`config.mk`:
```
export PLATFORM = sky130hd
export DESIGN_NAME = dmem_port_arbiter
export DESIGN_NICKNAME = d
export VERILOG_FILES = /design/src/rtl/dmem_port_arbiter.sv
export SDC_FILE = /design/constraint.sdc
export NUM_CORES = 1
export LEC_CHECK = 0
export CAP_MARGIN = 20
export CORE_AREA = 2 2 123 125
export CTS_CLUSTER_SIZE = 40
export DETAILED_ROUTE_END_ITERATION = 10
export DIE_AREA = 0 0 125 127
export PLACE_DENSITY = 0.69
export SYNTH_ARGS = -nofsm -noshare
export SYNTH_HDL_FRONTEND = slang
export SYNTH_SLANG_ARGS = --single-unit
export TNS_END_PERCENT = 10
```
`constraint.sdc`:
```
create_clock -name clk -period 3.7 [get_ports clk]
set_clock_uncertainty 0.1 [all_clocks]
set_input_delay 0.925 -clock clk [delete_from_list [all_inputs] [get_ports clk]]
set_output_delay 0.925 -clock clk [all_outputs]
set_load 0.1 [all_outputs]
```
`src/rtl/dmem_port_arbiter.sv`:
```
// Shares one data-memory port between the CPU MEM stage and a DMA/loader requester.
// Optional macro DMEM_TIMEOUT_EN aborts a BUSY access that sees no mem_ack for TIMEOUT_CYCLES.
module dmem_port_arbiter #(
  parameter int ADDR_W         = 32,
  parameter int MAX_CPU_STREAK = 4,
  parameter int TIMEOUT_CYCLES = 16,
  localparam int STREAK_W      = $clog2(MAX_CPU_STREAK + 1)
) (
  input  logic                clk,
  input  logic                reset,
  input  logic                cpu_req,
  input  logic [ADDR_W-1:0]   cpu_addr,
  input  logic [31:0]         cpu_wdata,
  input  logic [3:0]          cpu_we,
  output logic [31:0]         cpu_rdata,
  output logic                cpu_done,
  output logic                cpu_err,
  output logic                cpu_stall,
  input  logic                dma_req,
  input  logic [ADDR_W-1:0]   dma_addr,
  input  logic [31:0]         dma_wdata,
  input  logic [3:0]          dma_we,
  output logic [31:0]         dma_rdata,
  output logic                dma_done,
  output logic                dma_err,
  output logic                mem_req,
  output logic [ADDR_W-1:0]   mem_addr,
  output logic [31:0]         mem_wdata,
  output logic [3:0]          mem_we,
  input  logic                mem_ack,
  input  logic [31:0]         mem_rdata,
  output logic [1:0]          state_dbg,
  output logic [STREAK_W-1:0] streak_dbg
);

  // Handshake: a requester holds req and its fields stable until its done pulse and
  // drops req at the edge ending that cycle; mem_req/fields stay constant until mem_ack.
  typedef enum logic [1:0] {
    IDLE     = 2'd0,
    BUSY_CPU = 2'd1,
    BUSY_DMA = 2'd2
  } state_t;

  state_t              state;
  logic [STREAK_W-1:0] streak;
  logic                busy;
  logic                timeout_hit;
  logic                finish;
  logic                streak_max;
  logic                dma_win;
  logic [31:0]         load_data;

  assign busy       = (state != IDLE);
  assign streak_max = (streak == STREAK_W'(MAX_CPU_STREAK));
  // DMA takes the port when the CPU is absent or has used up its streak.
  assign dma_win    = dma_req && (!cpu_req || streak_max);

`ifdef DMEM_TIMEOUT_EN
  localparam int TIMER_W = $clog2(TIMEOUT_CYCLES + 1);
  logic [TIMER_W-1:0] timer;

  // mem_ack on the limit cycle wins, so the abort needs mem_ack low.
  assign timeout_hit = busy && !mem_ack && (timer == TIMER_W'(TIMEOUT_CYCLES - 1));

  always_ff @(posedge clk) begin
    if (reset) begin
      timer <= '0;
    end else if (!busy) begin
      timer <= '0;
    end else if (!mem_ack) begin
      timer <= timer + TIMER_W'(1);
    end
  end

  assign cpu_err = cpu_done && timeout_hit;
  assign dma_err = dma_done && timeout_hit;
`else
  assign timeout_hit = 1'b0;
  assign cpu_err     = 1'b0;
  assign dma_err     = 1'b0;
`endif

  assign finish    = busy && (mem_ack || timeout_hit);
  assign load_data = (timeout_hit || (mem_we != 4'h0)) ? 32'h0 : mem_rdata;

  assign cpu_done  = finish && (state == BUSY_CPU);
  assign dma_done  = finish && (state == BUSY_DMA);
  assign cpu_rdata = cpu_done ? load_data : 32'h0;
  assign dma_rdata = dma_done ? load_data : 32'h0;
  assign cpu_stall = cpu_req && !cpu_done;

  assign state_dbg  = state;
  assign streak_dbg = streak;

  always_ff @(posedge clk) begin
    if (reset) begin
      state     <= IDLE;
      mem_req   <= 1'b0;
      mem_addr  <= '0;
      mem_wdata <= 32'h0;
      mem_we    <= 4'h0;
      streak    <= '0;
    end else begin
      case (state)
        IDLE: begin
          if (dma_win) begin
            state     <= BUSY_DMA;
            mem_req   <= 1'b1;
            mem_addr  <= dma_addr;
            mem_wdata <= dma_wdata;
            mem_we    <= dma_we;
            streak    <= '0;
          end else if (cpu_req) begin
            state     <= BUSY_CPU;
            mem_req   <= 1'b1;
            mem_addr  <= cpu_addr;
            mem_wdata <= cpu_wdata;
            mem_we    <= cpu_we;
            if (!dma_req) begin
              streak <= '0;
            end else if (!streak_max) begin
              streak <= streak + STREAK_W'(1);
            end
          end else begin
            streak <= '0;
          end
        end
        default: begin
          // Address and write data stay on the bus after completion.
          if (finish) begin
            state   <= IDLE;
            mem_req <= 1'b0;
            mem_we  <= 4'h0;
          end
        end
      endcase
    end
  end

endmodule
```
== Word-level counts from Yosys, hierarchy flattened ==
Index checks and enable logic that the tools add are counted.
Widths: inputs -> output; s select.

* Register bits: 74

* Add/sub/neg operators: 1
* Equality and inequality tests: 5
* Muxes and demuxes: 23
* Reduce and logical (&&, ||, !) cells: 16

{| class="wikitable"
|+ Operators by type and width
! operator !! count
|-
| $mux 32 || 7
|-
| $mux 4 || 4
|-
| $mux 3 || 4
|-
| $mux 2 || 4
|-
| $reduce_and 2->1 || 3
|-
| $reduce_bool 2->1 || 3
|-
| $logic_and 1x1->1 || 5
|-
| $mux 1 || 4
|-
| $ne 4x3->1 const B || 1
|-
| $reduce_bool 4->1 || 1
|-
| $add 3x1->3 const B || 1
|-
| $eq 3x3->1 const B || 1
|-
| $ne 3x3->1 const B || 1
|-
| $eq 2x1->1 const B || 1
|-
| $eq 2x2->1 const B || 1
|-
| $logic_not 1->1 || 2
|-
| $logic_not 2->1 || 1
|-
| $logic_or 1x1->1 || 1
|}

== Depth between registers and ports, before layout ==
* Depth after elaboration: 5
* Mapped depth: 7
* Depth with buffers taken out: 5

== Worst setup path before layout ==
Ideal clock, no wire load.

* Path type: register to output
* From: reg state[1], in the netlist state_dbg[1]
* To: out dma_done
* Data arrival time: 3.459 ns
* Slack: -0.784 ns
* Cell stages (with the launch flop): 3
* Path buffers: 1
* Cell sequence: dfxtp_1 > clkbuf_2 > nor3b_1

* Cells in the longest elaborated chain, start to end: 3

{| class="wikitable"
|+ Ends and longest elaborated chain
! what !! RTL line !! RTL
|-
| from (decl) || 44 || <nowiki>state_t state;</nowiki>
|-
| from (signal assigned) || 97 || <nowiki>state <= IDLE;</nowiki>
|-
| from (signal assigned) || 107 || <nowiki>state <= BUSY_DMA;</nowiki>
|-
| from (signal assigned) || 114 || <nowiki>state <= BUSY_CPU;</nowiki>
|-
| $reduce_bool 2->1 || 53 || <nowiki>assign busy = (state != IDLE);</nowiki>
|-
| $logic_and 1x1->1 || 83 || <nowiki>assign finish = busy && (mem_ack || timeout_hit);</nowiki>
|-
| $logic_and 1x1->1 * || 87 || <nowiki>assign dma_done = finish && (state == BUSY_DMA);</nowiki>
|-
| to (decl) || 24 || <nowiki>output logic dma_done,</nowiki>
|}

Mark *: on every way between the ends. The rest lies on a longest branch, timed or not.

== Final worst setup path ==
* From: in mem_ack
* To: out dma_rdata[8]

* Cells in the longest elaborated chain, start to end: 3

{| class="wikitable"
|+ Ends and longest elaborated chain
! what !! RTL line !! RTL
|-
| from (decl) || 30 || <nowiki>input logic mem_ack,</nowiki>
|-
| $logic_and 1x1->1 || 83 ||
|-
| $logic_and 1x1->1 || 87 ||
|-
| $mux 32 || 89 || <nowiki>assign dma_rdata = dma_done ? load_data : 32'h0;</nowiki>
|-
| to (decl) || 23 || <nowiki>output logic [31:0] dma_rdata,</nowiki>
|}

No other way between the ends.

==> impl_results.html <==
<table>
<tr><th>Metric</th><th>Value</th></tr>
<tr><th colspan="2">Run status</th></tr>
<tr><td>Run status</td><td>completed</td></tr>
<tr><th colspan="2">CTS</th></tr>
<tr><td>Count of cells resized by post-cts repair</td><td>0</td></tr>
<tr><td>Root buffer cell</td><td>clkbuf_16</td></tr>
<tr><td>Number of hold buffers added after CTS</td><td>0</td></tr>
<tr><td>Buffers inserted during post-CTS setup optimization</td><td>0</td></tr>
<tr><td>Deepest clock path buffer count</td><td>2</td></tr>
<tr><td>Depth of the CTS H-tree</td><td>3</td></tr>
<tr><td>Clock-pin transition on the worst setup and hold timing paths</td><td>approximately 0.060 ns</td></tr>
<tr><td>Number of sinks driven by the clock tree</td><td>74</td></tr>
<tr><td>Clock latency on the worst-skew pair</td><td>~0.33 ns</td></tr>
<tr><td>Clock tree from TritonCTS</td><td>built</td></tr>
<tr><td>CTS Buf Count</td><td>9</td></tr>
<tr><th colspan="2">Timing</th></tr>
<tr><td>Relative slew slack</td><td>0.3573</td></tr>
<tr><td>Final critical-path setup slack</td><td>0.1655 ns</td></tr>
<tr><td>Max Transition Viols Final</td><td>0</td></tr>
<tr><td>Tightest Pin Transition</td><td>0.9611 ns</td></tr>
<tr><td>Hold Violations, Final</td><td>0</td></tr>
<tr><td>Setup repair after global routing missed its margin</td><td>false</td></tr>
<tr><td>Top achievable clock speed</td><td>0.2829 GHz</td></tr>
<tr><td>Setup tns final</td><td>0 ns</td></tr>
<tr><td>Final period utilization</td><td>0.9553</td></tr>
<tr><td>Hold Slack</td><td>0.3937 ns</td></tr>
<tr><td>Setup Viol. Count Final</td><td>0</td></tr>
<tr><td>Minimum period implied by the final worst setup slack</td><td>3.535 ns</td></tr>
<tr><th colspan="2">Route</th></tr>
<tr><td>Number of design rule violations left after detail routing</td><td>0</td></tr>
<tr><td>Routed WL per cell</td><td>19.06 microns</td></tr>
<tr><td>Antenna Nets Post-Route</td><td>0</td></tr>
<tr><td>Number of violations reported at the end of detailed-routing iteration 0</td><td>370</td></tr>
<tr><td>Final wirelength</td><td>about 19000 microns</td></tr>
<tr><td>Vias</td><td>5415</td></tr>
<tr><td>Number of vias per cell after detailed routing</td><td>5.537</td></tr>
<tr><td>Number of search-and-repair iterations in the first detailed-routing pass</td><td>6</td></tr>
<tr><th colspan="2">Place</th></tr>
<tr><td>Detailed placement HPWL</td><td>13610 microns</td></tr>
<tr><td>Count of input and output buffers</td><td>~310</td></tr>
<tr><td>RD Place Congestion</td><td>0.7899</td></tr>
<tr><td>Pre-CTS setup slack</td><td>0.1866 ns</td></tr>
<tr><td>Instance area at placement</td><td>a little under 8000 sq um</td></tr>
<tr><th colspan="2">Finish</th></tr>
<tr><td>Nets</td><td>964</td></tr>
<tr><td>Summed area of non-filler cells in the final layout</td><td>roughly 8000 sq um</td></tr>
<tr><td>Layout cells sized above 1</td><td>0.2557</td></tr>
<tr><td>Area growth from synthesis to layout</td><td>100.4%</td></tr>
<tr><td>ANT cells</td><td>0</td></tr>
<tr><td>Total area of sequential cells</td><td>1481 sq um</td></tr>
<tr><td>Final-layout fill cell count</td><td>roughly 1300</td></tr>
<tr><td>Area taken by multi-input logic gates</td><td>2268 sq um</td></tr>
<tr><td>Fraction of the core area covered by cells at the end of the flow</td><td>0.5593</td></tr>
<tr><th colspan="2">Critical path</th></tr>
<tr><td>Critical path endpoint category</td><td>output port</td></tr>
<tr><td>Setup slack on the worst flop-to-flop path</td><td>1.40 ns</td></tr>
<tr><td>Destination of the worst register-to-register timing path</td><td>mem_addr[17]</td></tr>
<tr><td>Worst endpoint data arrival time</td><td>roughly 2.5 ns</td></tr>
<tr><td>Cell-by-cell listing of the critical path</td><td>clkdlybuf4s50_1 -&gt; inv_1 -&gt; nor4b_4 -&gt; buf_12 -&gt; and2_1 -&gt; buf_12</td></tr>
<tr><td>Worst setup SP type</td><td>primary input</td></tr>
<tr><td>Worst Reg-to-Reg Cells</td><td>6</td></tr>
<tr><td>Data required time at the worst endpoint</td><td>around 2.7 ns</td></tr>
<tr><td>Startpoint of the worst register-to-register path</td><td>streak_dbg[1]</td></tr>
<tr><td>Top cell by count, worst path</td><td>buf_12</td></tr>
<tr><td>CP max stage cell</td><td>clkdlybuf4s50_1</td></tr>
<tr><td>Max Fanout on Critical Path</td><td>32</td></tr>
<tr><td>Slowest Stage Delay on Critical Path</td><td>between 0.5 and 0.6 ns</td></tr>
<tr><td>Classification of the worst setup path</td><td>primary input to output port</td></tr>
<tr><th colspan="2">Yosys</th></tr>
<tr><td>Post-synthesis instance area</td><td>4025 sq um</td></tr>
<tr><td>Share of the yosys chip area belonging to registers</td><td>0.3680</td></tr>
<tr><td>Number of library cell types mapped by synthesis</td><td>37</td></tr>
<tr><td>Primary flip-flop cell chosen by synthesis mapping</td><td>dfxtp_1</td></tr>
<tr><td>Fraction of registers with async set/reset</td><td>0</td></tr>
<tr><td>Count of state elements after synthesis</td><td>74</td></tr>
<tr><td>Synth Instances</td><td>518</td></tr>
<tr><td>Number of enable flip-flop cells after synthesis</td><td>0</td></tr>
<tr><td>Avg Inst Size Synth</td><td>a little under 8 sq um</td></tr>
<tr><td>Synth Warn #</td><td>0</td></tr>
<tr><th colspan="2">GRT</th></tr>
<tr><td>Initial antenna violation count</td><td>0</td></tr>
<tr><td>Pin count of the biggest net entering global routing</td><td>46</td></tr>
<tr><td>Overall routing resource usage</td><td>0.2182</td></tr>
<tr><td>Global-route wire length before repair</td><td>28490 microns</td></tr>
<tr><td>Via count of the first global-routing pass</td><td>between 5000 and 6000</td></tr>
<tr><td>Residual overflow from global routing</td><td>0</td></tr>
<tr><th colspan="2">Min path</th></tr>
<tr><td>Worst min-delay path class</td><td>flop to flop</td></tr>
<tr><td>Destination of the worst hold path</td><td>streak_dbg[0]</td></tr>
<tr><td>Hold Path Depth</td><td>2</td></tr>
<tr><td>Launch point of the worst hold path</td><td>streak_dbg[0]</td></tr>
<tr><th colspan="2">Pwr</th></tr>
<tr><td>Peak supply drop</td><td>0.0002580 V</td></tr>
<tr><td>PwrDens</td><td>374.8 nW/um^2</td></tr>
<tr><td>Leakage power</td><td>0.003083 uW</td></tr>
<tr><th colspan="2">Floorplanning</th></tr>
<tr><td>Number of rows in the core area</td><td>44</td></tr>
<tr><td>Starting density of the core</td><td>0.2791</td></tr>
<tr><td>Die extent in y</td><td>127 microns</td></tr>
<tr><td>Floorplan die width</td><td>125 microns</td></tr>
<tr><td>Core outline area</td><td>roughly 14000 sq um</td></tr>
<tr><td>Number of top-level pins</td><td>316</td></tr>
<tr><td>Overall die area</td><td>15880 sq um</td></tr>
<tr><th colspan="2">Run</th></tr>
<tr><td>Maximum capacitance violations</td><td>0</td></tr>
</table>
[cell families (layout without fill, tap and decap cells)]
| group | count (synthesis) | count (layout) | share of synthesized area |
|---|---|---|---|
| DFF | 74 | 74 | 0.3680 |
| AOI/OAI and AO/OA | 143 | 143 | 0.2083 |
| buffers and inverters | 74 | 349 | 0.07678 |
| adders and majority gates | 2 | 2 | 0.006216 |
| and+or+nand+nor | 224 | 224 | 0.3398 |
| other | 1 | 2 | 0.0009317 |
[layer usage]
| layer | part of all wire | track usage | vias up |
|---|---|---|---|
| met4 | 0.030 | 0.07843 | 0 |
| li1 | - | - | 2480 |
| met5 | 0 | 0 | - |
| met2 | 0.51 | 0.4009 | 330 |
| met1 | 0.38 | 0.2470 | 2563 |
| met3 | 0.080 | 0.05109 | 42 |
[synth_stat cells, types with 5 or more instances]
cell type | instances | area, sq um
clkbuf_1 | 46 | 172.7
dfxtp_1 | 74 | 1481
nand3_1 | 66 | 330.3
a31oi_1 | 64 | 400.4
and2_2 | 20 | 150.1
o21ai_0 | 57 | 285.3
and2_1 | 46 | 287.8
nand4_1 | 67 | 419.2
nor2_1 | 6 | 22.52
buf_2 | 12 | 60.06
inv_1 | 5 | 18.77
o21ai_1 | 9 | 45.04
[cell usage in the layout (no fill, tap or decap), drive strengths merged]
master,instances
clkdlybuf4s50,171
buf,157
dfxtp,74
nand4,67
nand3,66
o21ai,66
and2,66
a31oi,64
clkbuf,9
inv,9
nor2,6
nor4bb,4
a21oi,4
a221o,3
nand2,3
nor3b,2
nor2b,2
ha,2
conb,2
clkinv,2
or4,1
nor4b,1
nand3b,1
a21bo,1
or2,1
and3,1
o211a,1
or3b,1
a32oi,1
a2bb2oi,1
o2111ai,1
nand2b,1
a2111o,1
nand4b,1
clkinvlp,1
[per-stage QoR]
| stage | cells | power, uW |
|---|---|---|
| CTS | 978 | 3048 |
| global route | 978 | 3132 |
| floorplan | 519 | 1726 |
| global placement | 961 | 2160 |
| detailed placement | 962 | 2178 |
| finish | 978 | 3023 |
[state kept, by name, summed over array words and instances (netlist names)]
register	count
mem_addr	32
mem_we	4
state_dbg	2
streak_dbg	3
mem_wdata	32
mem_req	1
[cell type report]
cell class | count | share of cell area
sequential | 74 | 0.1836
clock inverter | 7 | 0.008685
inverter | 5 | 0.002326
multi-input combinational | 371 | 0.2812
clock buffer | 9 | 0.02792
tap | 184 | 0.02854
timing repair buffer | 328 | 0.4677
[critical path: cells and delay by family]
kind | cells | cell delay (ns)
buf+inv | 4 | 1.04
simple gates | 2 | 0.53
[worst max-delay path by stage]
stage,slack [ns],startpoint,cells after the start,to
3_3_place_gp,0.24,mem_ack,6,dma_rdata[10]
3_5_place_dp,0.19,mem_ack,6,dma_rdata[8]
4_1_cts,0.18,mem_ack,6,dma_rdata[8]
5_1_grt,0.09,mem_ack,6,dma_rdata[5]
2_1_floorplan,0.12,mem_we[3],4,dma_rdata[10]
6_report,0.17,mem_ack,6,dma_rdata[8]
[power by group]
group	switching (uW)	internal [uW]	total [uW]
Clock	388	473	861
Combinational	865	395	1260
Sequential	40.9	862	903
Total	1290	1730	3020
(Power assumes the default switching activity.)
